$ cat config.mk
export PLATFORM = sky130hd
export DESIGN_NAME = dot_matrix_scheduler
export DESIGN_NICKNAME = d
export VERILOG_FILES = /design/src/rtl/dot_matrix_scheduler.sv
export SDC_FILE = /design/constraint.sdc
export NUM_CORES = 1
export LEC_CHECK = 0
export BUFFER_PORTS_ARGS = -buffer_cell sky130_fd_sc_hd__clkbuf_2
export CORE_ASPECT_RATIO = 0.75
export CORE_UTILIZATION = 50
export DETAILED_ROUTE_END_ITERATION = 16
export PLACE_DENSITY = 0.73
export REMOVE_ABC_BUFFERS = 1
export SYNTH_ARGS = -nofsm -noshare
export SYNTH_HDL_FRONTEND = slang
export SYNTH_SLANG_ARGS = --single-unit
$ cat constraint.sdc
create_clock -name clk_10000Hz -period 4.4 [get_ports clk_10000Hz]
set_input_delay 0.44 -clock clk_10000Hz [delete_from_list [all_inputs] [get_ports clk_10000Hz]]
set_output_delay 0.44 -clock clk_10000Hz [all_outputs]
set_load 0.005 [all_outputs]
$ cat src/rtl/dot_matrix_scheduler.sv
`default_nettype none
// ============================================================================
// Module   : dot_matrix_scheduler
// Purpose  : Double-buffered 16x8 frame controller with two-source arbitration,
//            tear-free swap at scan-frame boundary, row scan and column blink.
// Revision : 1.0
// ============================================================================
module dot_matrix_scheduler #(
    parameter int BLINK_HALF = 5000
) (
    input  logic       clk_10000Hz,
    input  logic       reset,
    input  logic       i_src0_req,
    input  logic       i_src0_valid,
    input  logic [2:0] i_src0_row,
    input  logic [7:0] i_src0_left,
    input  logic [7:0] i_src0_right,
    input  logic       i_src0_last,
    output logic       o_src0_gnt,
    output logic       o_src0_done,
    input  logic       i_src1_req,
    input  logic       i_src1_valid,
    input  logic [2:0] i_src1_row,
    input  logic [7:0] i_src1_left,
    input  logic [7:0] i_src1_right,
    input  logic       i_src1_last,
    output logic       o_src1_gnt,
    output logic       o_src1_done,
    input  logic       i_blink_en,
    output logic [7:0] o_dot_row,
    output logic [7:0] o_dot_col_left,
    output logic [7:0] o_dot_col_right
);

    localparam int                 c_CNT_W   = (BLINK_HALF > 1) ? $clog2(BLINK_HALF) : 1;
    localparam logic [c_CNT_W-1:0] c_CNT_MAX = c_CNT_W'(BLINK_HALF - 1);

    localparam logic [1:0] c_IDLE = 2'd0;
    localparam logic [1:0] c_GNT0 = 2'd1;
    localparam logic [1:0] c_GNT1 = 2'd2;

    logic [1:0]         r_state;
    logic [1:0]         w_state_nxt;
    logic               r_gnt0;
    logic               r_gnt1;
    logic               r_done0;
    logic               r_done1;
    logic               r_pending;
    logic [15:0]        r_front [8];
    logic [15:0]        r_back  [8];
    logic [2:0]         r_scan_row;
    logic [7:0]         r_dot_row;
    logic [7:0]         r_col_left;
    logic [7:0]         r_col_right;
    logic [c_CNT_W-1:0] r_blink_cnt;
    logic               r_phase;

    logic               w_wr_en;
    logic [2:0]         w_wr_row;
    logic [15:0]        w_wr_data;
    logic               w_done0;
    logic               w_done1;
    logic               w_swap;
    logic               w_blank;

    // Arbiter state register; grants are registered from the next state
    always_ff @(posedge clk_10000Hz or negedge reset) begin
        if (!reset) begin
            r_state <= c_IDLE;
            r_gnt0  <= 1'b0;
            r_gnt1  <= 1'b0;
            r_done0 <= 1'b0;
            r_done1 <= 1'b0;
        end else begin
            r_state <= w_state_nxt;
            r_gnt0  <= (w_state_nxt == c_GNT0);
            r_gnt1  <= (w_state_nxt == c_GNT1);
            r_done0 <= w_done0;
            r_done1 <= w_done1;
        end
    end

    always_comb begin
        w_state_nxt = r_state;
        case (r_state)
            c_IDLE: begin
                if (!r_pending) begin
                    if (i_src0_req)      w_state_nxt = c_GNT0;
                    else if (i_src1_req) w_state_nxt = c_GNT1;
                end
            end
            c_GNT0: if ((i_src0_valid & i_src0_last) | !i_src0_req) w_state_nxt = c_IDLE;
            c_GNT1: if ((i_src1_valid & i_src1_last) | !i_src1_req) w_state_nxt = c_IDLE;
            default: w_state_nxt = c_IDLE;
        endcase
    end

    always_comb begin
        w_wr_en   = 1'b0;
        w_wr_row  = 3'd0;
        w_wr_data = 16'h0000;
        w_done0   = 1'b0;
        w_done1   = 1'b0;
        case (r_state)
            c_GNT0: begin
                w_wr_en   = i_src0_valid;
                w_wr_row  = i_src0_row;
                w_wr_data = {i_src0_left, i_src0_right};
                w_done0   = i_src0_valid & i_src0_last;
            end
            c_GNT1: begin
                w_wr_en   = i_src1_valid;
                w_wr_row  = i_src1_row;
                w_wr_data = {i_src1_left, i_src1_right};
                w_done1   = i_src1_valid & i_src1_last;
            end
            default: ;
        endcase
    end

    // Swap only while the last row is being shown so a frame never tears
    assign w_swap  = (r_scan_row == 3'd7) & r_pending;
    assign w_blank = i_blink_en & ~r_phase;

    always_ff @(posedge clk_10000Hz or negedge reset) begin
        if (!reset) begin
            r_pending <= 1'b0;
            for (int i = 0; i < 8; i++) begin
                r_front[i] <= 16'h0000;
                r_back[i]  <= 16'h0000;
            end
        end else begin
            if (w_wr_en) r_back[w_wr_row] <= w_wr_data;
            if (w_swap) begin
                for (int i = 0; i < 8; i++) r_front[i] <= r_back[i];
                r_pending <= 1'b0;
            end else if (w_done0 | w_done1) begin
                r_pending <= 1'b1;
            end
        end
    end

    always_ff @(posedge clk_10000Hz or negedge reset) begin
        if (!reset) begin
            r_scan_row  <= 3'd0;
            r_dot_row   <= 8'hFF;
            r_col_left  <= 8'h00;
            r_col_right <= 8'h00;
        end else begin
            r_scan_row                 <= r_scan_row + 3'd1;
            r_dot_row                  <= ~(8'h80 >> r_scan_row);
            {r_col_left, r_col_right}  <= w_blank ? 16'h0000 : r_front[r_scan_row];
        end
    end

    always_ff @(posedge clk_10000Hz or negedge reset) begin
        if (!reset) begin
            r_blink_cnt <= '0;
            r_phase     <= 1'b1;
        end else if (!i_blink_en) begin
            r_blink_cnt <= '0;
            r_phase     <= 1'b1;
        end else if (r_blink_cnt == c_CNT_MAX) begin
            r_blink_cnt <= '0;
            r_phase     <= ~r_phase;
        end else begin
            r_blink_cnt <= r_blink_cnt + c_CNT_W'(1);
        end
    end

    assign o_src0_gnt      = r_gnt0;
    assign o_src1_gnt      = r_gnt1;
    assign o_src0_done     = r_done0;
    assign o_src1_done     = r_done1;
    assign o_dot_row       = r_dot_row;
    assign o_dot_col_left  = r_col_left;
    assign o_dot_col_right = r_col_right;

endmodule
`default_nettype wire

# Word-level counts from Yosys, hierarchy flattened
# Index checks and enable logic that the tools add are counted.
# W data, S select, Z words.
[word_totals] reg_bits=304 in_bits=47 output_inout_bits=28 wordCells=81
[op_classes] n_addsub=2 magnitude_cmp=3 eq_ne=7 shift=1 mux=24 bitwise_logic=11 reduce_logical=5
[op_table] cell="$bwmux W128" count=1
[op_table] cell="$mux W16" count=4
[op_table] cell="$bmux W16 S3" count=1
[op_table] cell="$demux W16 S3" count=1
[op_table] cell="$pmux W16 S2" count=1
[op_table] cell="$mux W13" count=2
[op_table] cell="$add A13 B1 Y13 const B" count=1
[op_table] cell="$eq A13 B13 Y1 const B" count=1
[op_table] cell="$mux W2" count=5
[op_table] cell="$ge A4 B4 Y1 const B" count=2
[op_table] cell="$not A3 Y4" count=2
[op_table] cell="$not A8 Y8" count=1
[op_table] cell="$shr A8 B3 Y8 const A" count=1
[op_table] cell="$mux W1" count=6
[op_table] cell="$pmux W2 S3" count=1
[op_table] cell="$pmux W3 S2" count=1
[op_table] cell="$and A1 B1 Y1" count=4
[op_table] cell="$eq A2 B1 Y1 const B" count=2
[op_table] cell="$eq A2 B2 Y1 const B" count=2
[op_table] cell="$lt A4 B1 Y1 const B" count=1
[op_table] cell="$add A3 B1 Y3 const B" count=1
[op_table] cell="$eq A3 B3 Y1 const B" count=1
[op_table] cell="$or A1 B1 Y1" count=3
[op_table] cell="$logic_not A1 Y1" count=2
[op_table] cell="other kinds (6)" count=6

# Logic depth before layout (Yosys ltp)
[depth] ltp_word=8 ltp_mapped=8 ltp_nobuf=6

# Least setup slack after synthesis
# No wires, ideal clock.
[synth_timing] path_kind="register to register" from="reg r_state[0]" to="reg r_back[37] in the netlist's numbering" setup_time_ns=0.127 t_arrival_ns=1.996 required_time_ns=4.273 path_slack_ns=2.276 stages_incl_launch_ff=9 n_path_buf=2 synth_period_minus_slack_ns=2.124 path_cell_list="dfrtp_1 inv_1 ha_1 buf_4 a22oi_2 or3b_4 nor2_8 buf_6 mux2_1"
[synth_via] elab_chain_cells=8 word_cells_on_any_way=12 classes_between="order compare: 2; eq/ne: 2; mux: 6; bitwise: 1; reduce/logical: 1"
[synth_rtl] element="from (decl)" line_no="42" text="logic [1:0] r_state;"
[synth_rtl] element="from (signal assigned)" line_no="69" text="r_state <= c_IDLE;"
[synth_rtl] element="from (signal assigned)" line_no="75" text="r_state <= w_state_nxt;"
[synth_rtl] element="$eq A2 B2 Y1 or $eq A2 B1 Y1 (tied branches)" line_no="104" text="case (r_state)"
[synth_rtl] element="$pmux W3 S2" line_no="104"
[synth_rtl] element="$not A3 Y4 (implied by the code)" line_no="133" text="if (w_wr_en) r_back[w_wr_row] <= w_wr_data;"
[synth_rtl] element="$ge A4 B4 Y1 (implied by the code) or $lt A4 B1 Y1 (tied branches)" line_no="133"
[synth_rtl] element="$logic_and A1 B1 Y1 (implied by the code)" line_no="133"
[synth_rtl] element="$mux W16 (implied by the code)" line_no="133"
[synth_rtl] element="$demux W16 S3" line_no="133"
[synth_rtl] element="$bwmux W128" line_no="133"
[synth_rtl] element="to (signal, indexed assignment)" line_no="133"
[synth_rtl] element="to (decl)" line_no="50" text="logic [15:0] r_back [8];"
# Several ways; a longest one is shown, not always the timed one.
# A chain may end at the register's enable or synchronous reset.

# Worst setup path in the final report
[layout_timing] from="reg r_state[1]" to="reg r_back[92] in the netlist's numbering"
# The elaborated chain is that of the path after synthesis.

==> impl_metrics.ini <==
[layout]
layout_commonest_cell = dfrtp_1
nets = 958
fin_area_um2 = 14390
syn_to_final_growth_pct = 13.16
diodes = 0
finalNonFillerCells = 1260
multi_input_area_um2 = 4821
area.sequential_um2 = 7620
fill_cells = 1947
drive_gt1_share_pct = 44.90
layout_common_cells = dfrtp_1 (294), mux2_2 (216), clkbuf_2 (73), nand2_1 (46), mux4_2 (32)

[placed_design]
gp_congestion = 0.7942
dp_hpwl_um = 15610
post_dp_cell_area_um2 = 13390
placedCellCount = 1208
port_buffers = 74

[cts]
cts-root-buf = clkbuf_16
ctsHtreeMaxLevel = 1
hold_buffers = 0
numCtsBuffers = 28
cts_resized = 0
clock_latency_ps = 540
clockBufferDepth = 3
cts_tree = built
clock_sinks = 304
clkTransAtPathRegs_ps = 60
cts_setup_buffers = 0

[timing]
clock.fmax_mhz = 306.0
hold_viol = 0
slew_headroom_pct = 21.68
hold_ws_ps = 5.877
setup_violations = 0
fin_crit_sh_pct = 74.28
rsz0062_at_grt = false
skew_ps = 8.395
setup_tns_ps = 0
period_minus_slack_ps = 3268
tightest_slew_ps = 1169
slew_viol_final = 0

[detailed_routing]
drt_iter0_markers = 386
via_count = 6903
post-route-drc-count = 0
wl_um = 25840
first_pass_iters = 4
wire_per_inst_um = 20.51
avgViaCountPerCell = 5.479
ant_nets = 0

[critical_path]
startpoint_type = flop
required_ps = 4820
criticalPathCategory = flop to flop
end_kind = flop
cp_max_fo = 23
arrival_ps = 3690

[global_routing]
globalRouteTotalUtil_pct = 21.43
grt_overflow_total = 0
grt_pass1_wl_um = 42410
first_global_vias = 7251
grt_max_degree = 128
antenna_found_initial = 0

[logic_synthesis]
synth_cell_types = 45
yosys-top-cells-area = dfrtp_1 (58%), mux2_2 (19%), mux4_2 (5.7%)
synth_area_leader_cell = dfrtp_1
synthCells = 830
netlist.area_leader.share_pct = 58.07
ys_seq_area_share_pct = 59.93
syn-cell-area_um2 = 12710
ys_ff_latch = 304
synth_area_per_cell_um2 = 15.32
ys.warnings.count = 0

[outcome]
status = finished, final reports clean

[flow_run]
max_cap_viol_count = 0

[pwr]
powerDensity_nw_per_um2 = 485.7
vdd_drop_max_v = 0.0003885
power.leakage_nw = 7.229

[floorplan]
dieHeight_um = 140.1
start_util_pct = 50.93
die-area_um2 = 26070
io_pins = 75
die_w_um = 186.1
core_area_um2 = 24960
rows = 50

[min_path]
min_path_type = input port to async pin
## area by class of cell
class,instances,area share (%)
sequential,304,52.97
multi-input combinational,471,33.51
clock buffer,42,5.871
timing repair buffer,84,3.340
tap,338,2.940
clock inverter,10,1.079
inverter,11,0.2870
## sequential cells by signal (all words and copies together), names as in the netlist
signal           flops
r_back             128
r_front            128
r_blink_cnt         13
o_dot_col_left       8
o_dot_col_right      8
o_dot_row            8
r_scan_row           3
r_state              2
o_src0_done          1
o_src0_gnt           1
o_src1_done          1
o_src1_gnt           1
r_pending            1
r_phase              1
## cell usage after synthesis, drive strengths merged
| master | count |
|---|---|
| mux4 | 32 |
| nor3 | 2 |
| nand3b | 1 |
| nand2 | 47 |
| clkbuf | 25 |
| buf | 19 |
| nand3 | 8 |
| a21oi | 17 |
| or3b | 2 |
| nor4bb | 1 |
| a22o | 3 |
| and4 | 1 |
| nor3b | 2 |
| mux2 | 256 |
| nand2b | 2 |
| a32o | 1 |
| nor4 | 4 |
| inv | 11 |
| nor2b | 18 |
| o21ai | 2 |
| xor2 | 5 |
| dfstp | 9 |
| o211a | 1 |
| and3 | 3 |
| dfrtp | 295 |
| a22oi | 19 |
| nor2 | 21 |
| nand4 | 1 |
| and2 | 3 |
| xnor2 | 7 |
| ha | 11 |
| o31a | 1 |
## report_power, final
part	switching, mW	internal [mW]	total (mW)	leakage (nW)
Sequential	0.164	3.13	3.29	4.19
Combinational	0.581	0.526	1.11	2.55
Clock	1.03	1.56	2.59	0.487
## critical path, stage by stage (launching register included)
cell     delay (ps)
dfrtp_1         420
inv_1           100
ha_1            810
a22o_2          320
nand3_2         180
nor2_2          890
mux2_2          420
## path summary, 6_finish.rpt
kind | start | endpoint | slack, ps | cells past startpoint
max in group asynchronous | reset | r_front[21] | 3290 | 2
max | r_state[1] | r_back[92] | 1130 | 6
min | reset | o_dot_col_left[5] | 6 | 1
max reg2reg | r_state[1] | r_back[92] | 1130 | 6
min reg2reg | r_blink_cnt[0] | r_blink_cnt[0] | 480 | 1
min in group clk_10000Hz | i_blink_en | r_phase | 90 | 2
## metrics by stage
step	setup WS (ps)	util (%)	power [mW]
global route	883.1	57.63	7.317
finish	1132	57.63	6.987
global placement	1212	53.62	4.417
floorplan	-772.0	-	4.016
detailed placement	1112	53.62	4.449
CTS	1102	57.63	7.062
## metal layers
metal	track usage, %	wire [µm]	vias to the layer above
met4	4.443	467	0
met1	33.67	12500	3615
met5	0	0	-
met3	2.574	1190	33
met2	32.01	11680	142
li1	-	-	3113
## cell families (layout without fill, tap and decap cells)
| kind of cell | count (synthesis) | count (layout) | share of synthesized area (%) |
|---|---|---|---|
| and+or+nand+nor | 116 | 116 | 4.892 |
| buffers and inverters | 55 | 147 | 2.224 |
| xor gates and xnor gates | 12 | 12 | 0.8268 |
| adders and majority gates | 11 | 11 | 1.083 |
| AOI/OAI and AO/OA | 44 | 44 | 2.402 |
| DFF | 304 | 304 | 59.93 |
| muxes | 288 | 288 | 28.64 |
Power figures use the tool's default switching activity.
